File: src/rtl/canvas_template_matcher.sv
// Scores a 1-bit canvas against NUM_TPL stored templates and returns the best match code.
// Optional build macro REJECT_THRESHOLD_EN adds a minimum-score reject code.
module canvas_template_matcher #(
   parameter int unsigned CANVAS_W   = 32,
   parameter int unsigned CANVAS_H   = 32,
   parameter int unsigned ADDR_W     = 10,
   parameter int unsigned NUM_TPL    = 16,
   parameter int unsigned SCORE_W    = 11,
   parameter logic [7:0]  CODE_BASE  = 8'd65,
   parameter logic [7:0]  BLANK_CODE = 8'd32,
   parameter int unsigned MIN_INK    = 4
`ifdef REJECT_THRESHOLD_EN
   ,
   parameter int unsigned REJECT_MIN   = (3 * CANVAS_W * CANVAS_H) / 4,
   parameter logic [7:0]  UNKNOWN_CODE = 8'd63
`endif
) (
   input  logic               clk,
   input  logic               rst,
   input  logic               start,
   output logic               rd_en,
   output logic [ADDR_W-1:0]  rd_addr,
   input  logic               pix_data,
   input  logic [NUM_TPL-1:0] tpl_data,
   output logic               busy,
   output logic               result_valid,
   input  logic               result_ready,
   output logic [7:0]         result_code,
   output logic [SCORE_W-1:0] result_score
);

   localparam int unsigned N     = CANVAS_W * CANVAS_H;
   localparam int unsigned IDX_W = (NUM_TPL > 1) ? $clog2(NUM_TPL) : 1;
   localparam logic [SCORE_W-1:0] SCORE_MAX = {SCORE_W{1'b1}};

   typedef enum logic [2:0] {IDLE, SCAN, DRAIN, SELECT, DONE} state_t;

   state_t             state;
   logic               vld;
   logic [SCORE_W-1:0] score [NUM_TPL];
   logic [SCORE_W-1:0] ink;
   logic [IDX_W-1:0]   sel_idx;
   logic [SCORE_W-1:0] best;
   logic [IDX_W-1:0]   best_idx;

   logic [SCORE_W-1:0] sel_score;
   logic               take;
   logic [SCORE_W-1:0] cand;
   logic [IDX_W-1:0]   cand_idx;
   logic               last_sel;
   logic [7:0]         fin_code;
   logic [SCORE_W-1:0] fin_score;

   // Running-best update for the template under comparison; index 0 seeds the best.
   always_comb begin
      sel_score = score[sel_idx];
      take      = (sel_idx == '0) || (sel_score > best);
      cand      = take ? sel_score : best;
      cand_idx  = take ? sel_idx : best_idx;
      last_sel  = (sel_idx == IDX_W'(NUM_TPL - 1));
      fin_code  = BLANK_CODE;
      fin_score = '0;
      if (ink >= SCORE_W'(MIN_INK)) begin
         fin_code  = 8'(CODE_BASE + 8'(cand_idx));
         fin_score = cand;
`ifdef REJECT_THRESHOLD_EN
         if (cand < SCORE_W'(REJECT_MIN)) fin_code = UNKNOWN_CODE;
`endif
      end
   end

   always_ff @(posedge clk) begin
      if (rst) begin
         state        <= IDLE;
         rd_en        <= 1'b0;
         rd_addr      <= '0;
         vld          <= 1'b0;
         ink          <= '0;
         sel_idx      <= '0;
         best         <= '0;
         best_idx     <= '0;
         busy         <= 1'b0;
         result_valid <= 1'b0;
         result_code  <= '0;
         result_score <= '0;
         for (int i = 0; i < NUM_TPL; i++) score[i] <= '0;
      end else if (start) begin
         // Restart wins over everything, including a pending handshake.
         state        <= SCAN;
         rd_en        <= 1'b1;
         rd_addr      <= '0;
         vld          <= 1'b0;
         ink          <= '0;
         sel_idx      <= '0;
         busy         <= 1'b1;
         result_valid <= 1'b0;
         for (int i = 0; i < NUM_TPL; i++) score[i] <= '0;
      end else begin
         vld <= rd_en;
         if (vld) begin
            if (pix_data && ink != SCORE_MAX) ink <= ink + SCORE_W'(1);
            for (int i = 0; i < NUM_TPL; i++) begin
               if ((pix_data == tpl_data[i]) && (score[i] != SCORE_MAX))
                  score[i] <= score[i] + SCORE_W'(1);
            end
         end
         case (state)
            IDLE: ;
            SCAN: begin
               if (rd_addr == ADDR_W'(N - 1)) begin
                  rd_en <= 1'b0;
                  state <= DRAIN;
               end else begin
                  rd_addr <= rd_addr + ADDR_W'(1);
               end
            end
            DRAIN: begin
               sel_idx <= '0;
               state   <= SELECT;
            end
            SELECT: begin
               best     <= cand;
               best_idx <= cand_idx;
               if (last_sel) begin
                  state        <= DONE;
                  busy         <= 1'b0;
                  result_valid <= 1'b1;
                  result_code  <= fin_code;
                  result_score <= fin_score;
               end else begin
                  sel_idx <= sel_idx + IDX_W'(1);
               end
            end
            DONE: begin
               if (result_ready) begin
                  result_valid <= 1'b0;
                  state        <= IDLE;
               end
            end
            default: state <= IDLE;
         endcase
      end
   end

endmodule

File: config.mk
export PLATFORM = sky130hd
export DESIGN_NAME = canvas_template_matcher
export DESIGN_NICKNAME = d
export VERILOG_FILES = /design/src/rtl/canvas_template_matcher.sv
export SDC_FILE = /design/constraint.sdc
export NUM_CORES = 1
export LEC_CHECK = 0
export CAP_MARGIN = 0
export CORE_MARGIN = 3
export CORE_UTILIZATION = 60
export CTS_BUF_LIST = sky130_fd_sc_hd__clkbuf_16
export DETAILED_ROUTE_END_ITERATION = 7
export PLACE_DENSITY = 0.79
export SYNTH_ARGS = -nofsm -noshare
export SYNTH_HDL_FRONTEND = slang
export SYNTH_SLANG_ARGS = --single-unit
File: constraint.sdc
create_clock -name clk -period 5.9 [get_ports clk]
set_clock_uncertainty 0.15 [all_clocks]
set_input_delay 0.885 -clock clk [delete_from_list [all_inputs] [get_ports clk]]
set_output_delay 0.885 -clock clk [all_outputs]
set_load 0.01 [all_outputs]
==> flow_metrics.env <==
export IMPL_drtAntennaViolNets=0
export IMPL_final_util_pct=68.9
export IMPL_finalCriticalPeriod_ps=5150
export IMPL_drv_slew=0
export IMPL_io_pins=53
export IMPL_die_y_um=157
export IMPL_syn_num_nets=1324
export IMPL_synthToLayoutAreaGrowth_pct=11.3
export IMPL_cts_tree="yes"
export IMPL_synth_edff_count=165
export IMPL_numCtsBuffers=27
export IMPL_finalCritPeriodShare_pct=87.3
export IMPL_grt_overflow=0
export IMPL_crit_fanout=37
export IMPL_yosysSeqAreaShare_pct=47.8
export IMPL_gp_congestion=0.987
export IMPL_portBuffers=51
export IMPL_cp_slowest_cell="mux4_2"
export IMPL_yosysWarnings=0
export IMPL_fp_row_count=54
export IMPL_synthTopCellsByCount="244 x nor2_1, 165 x edfxtp_1, 111 x nand2_1, 93 x xor2_1, 80 x dfxtp_1"
export IMPL_yosys_top_cells_area="edfxtp_1 36%, dfxtp_1 12%, mux4_2 9.0%, nor2_1 6.7%, xor2_1 5.9%"
export IMPL_fin_setup_tns_ps=0
export IMPL_powerDensity_nw_per_um2=245
export IMPL_die_w_um=157
export IMPL_place_area_um2=14400
export IMPL_timing_hold_ws_ps=297
export IMPL_drive_gt1_share_pct=10.5
export IMPL_total_power_mw=3.74
export IMPL_fmax_ghz=0.194
export IMPL_synth_most_common_cell="nor2_1"
export IMPL_nFillCells=1598
export IMPL_gr_usage_all_layers_pct=26.5
export IMPL_core_area_um2=22200
export IMPL_setup_worst_path_start_class="register"
export IMPL_nets=1368
export IMPL_h_tree_depth=1
export IMPL_cts_buffer_depth=3
export IMPL_wl_mm=32.3
export IMPL_ys_ff_latch=245
export IMPL_yosysTopAreaCellShare_pct=36.1
export IMPL_tightest_slew_ps=1090
export IMPL_cts_sinks=245
export IMPL_ys_async_sr_fraction_pct=0
export IMPL_post_cts_repair_setup_buffers=0
export IMPL_via_count=10000
export IMPL_grt_pass1_wl_mm=51.6
export IMPL_antenna_cells=0
export IMPL_hp_class="reg -> reg"
export IMPL_cts_resized=0
export IMPL_power_leakage_nw=5.24
export IMPL_wire_per_inst_um=20.0
export IMPL_crit_required_ps=6220
export IMPL_dr_pass1_iters=5
export IMPL_dpl_hpwl_mm=23.5
export IMPL_syn_inst=1270
export IMPL_vias_per_cell=6.22
export IMPL_setup_viol=0
export IMPL_end_kind="register"
export IMPL_synth_flop_cell="edfxtp_1"
export IMPL_irDropWorstVdd_uv=229
export IMPL_ys_types=60
export IMPL_avgSynthCellArea_um2=10.8
export IMPL_rsz0062_at_grt="false"
export IMPL_slew_headroom_pct=27.2
export IMPL_grt_pass1_vias=9535
export IMPL_antenna_found_initial=1
export IMPL_start_util_pct=61.9
export IMPL_synth_area_um2=13700
export IMPL_status="complete, no violations"
export IMPL_crit_chain="buf_12 > mux4_2 > mux4_2 > ha_1 > a21oi_1 > nor2_1 > a2111oi_2 > a221o_1 > nand2_2 > mux2_1 > ha_1 > or3_1 > a21oi_1 > a211o_1"
export IMPL_synth_area_leader_cell="edfxtp_1"
export IMPL_dr_first_iter_drc_count=1198
export IMPL_clkTransAtPathRegs_ps=60
export IMPL_clk_latency_ps=540
export IMPL_final_cell_area_um2=15300
export IMPL_grt_max_degree=41
export IMPL_max_stage_delay_ps=550
export IMPL_worst_ep_arrival_time_ps=5480
export IMPL_dieArea_um2=24700
export IMPL_hold_violations=0
export IMPL_crit_type="reg -> reg"
export IMPL_postCtsHoldBufs=0
export IMPL_clockRootBuffer="clkbuf_16"
export IMPL_drc=0
export IMPL_maxCapViolCount=0
==> where the power goes <==
group	internal [mW]	leakage (nW)	total [mW]	switching, mW
Sequential	1.89	2.49	1.97	0.0875
Combinational	0.0806	2.32	0.175	0.0943
Clock	0.903	0.429	1.59	0.691
==> stage by stage <==
stage | setup WS (ps) | std cells
after global routing | 460 | 1614
after floorplan | 1560 | 1270
after detailed placement | 789 | 1565
after global placement | 918 | 1565
final | 748 | 1614
after CTS | 772 | 1614
==> worst max-delay path: cells and delay by family (launching register included) <==
family | cells | cell delay (ps)
compound gates | 5 | 1340
fa+ha+maj | 2 | 550
buf+inv | 1 | 310
flops | 1 | 490
mux | 3 | 1460
simple gates | 3 | 770
==> layout by cell type (no fill, tap or decap), drive strengths merged, types with 3 or more instances in the layout <==
master and count:
a41oi 4, mux4 55, o21ai 12, nor2 244
and4 23, nor3 6, inv 38, ha 33
nand3 73, nand4 23, a21oi 22, clkbuf 28
nand2b 27, dfxtp 80, and3 45, nand3b 3
clkinv 13, o211ai 11, or3 5, nand2 112
buf 15, mux2i 17, and2 14, or3b 3
a31oi 4, clkdlybuf4s50 51, nor4 4, xnor2 68
xor2 93, o311ai 10, edfxtp 165, a211oi 4
==> flip-flops by register name, summed over array words and instances (netlist names), named ones only <==
signal	cells
busy	1
best_idx	4
score	176
rd_en	1
result_score	11
ink	11
state	3
rd_addr	10
best	11
sel_idx	4
result_valid	1
vld	1
result_code	7
==> final timing paths <==
kind	from	end	slack, ps	depth (start not counted)
worst max-delay path	register	result_code[2]	750	14
worst min-delay path	result_code[6]	result_code[6]	300	2
worst max register to register	register	result_code[2]	750	14
worst min register to register	result_code[6]	result_code[6]	300	2
==> cell families after synthesis <==
kind of cell | count (synthesis) | share of synthesized area (%)
AOI/OAI and AO/OA | 83 | 5.30
xor gates and xnor gates | 161 | 10.3
adders and majority gates | 33 | 3.01
buffers and inverters | 83 | 2.83
DFF | 245 | 47.8
muxes | 74 | 10.4
other | 1 | 0.0273
and+or+nand+nor | 590 | 20.3
==> area by class of cell <==
class                           instances  area [um2]  share of cell area, %
Clock inverter                         21         130                  0.852
Sequential cell                       245        6560                   42.9
Multi-Input combinational cell        942        6780                   44.4
Inverter                               32         120                  0.787
Tap cell                              280         350                   2.29
Clock buffer                           28         701                   4.59
Timing Repair Buffer                   66         636                   4.16
==> metal layers <==
metal | share of wire (%) | track usage [%]
met2 | 45 | 40.9
met1 | 42 | 37.9
met3 | 9.6 | 5.50
met5 | 0.062 | 0
met4 | 3.4 | 8.68
Power figures use the tool's default switching activity.
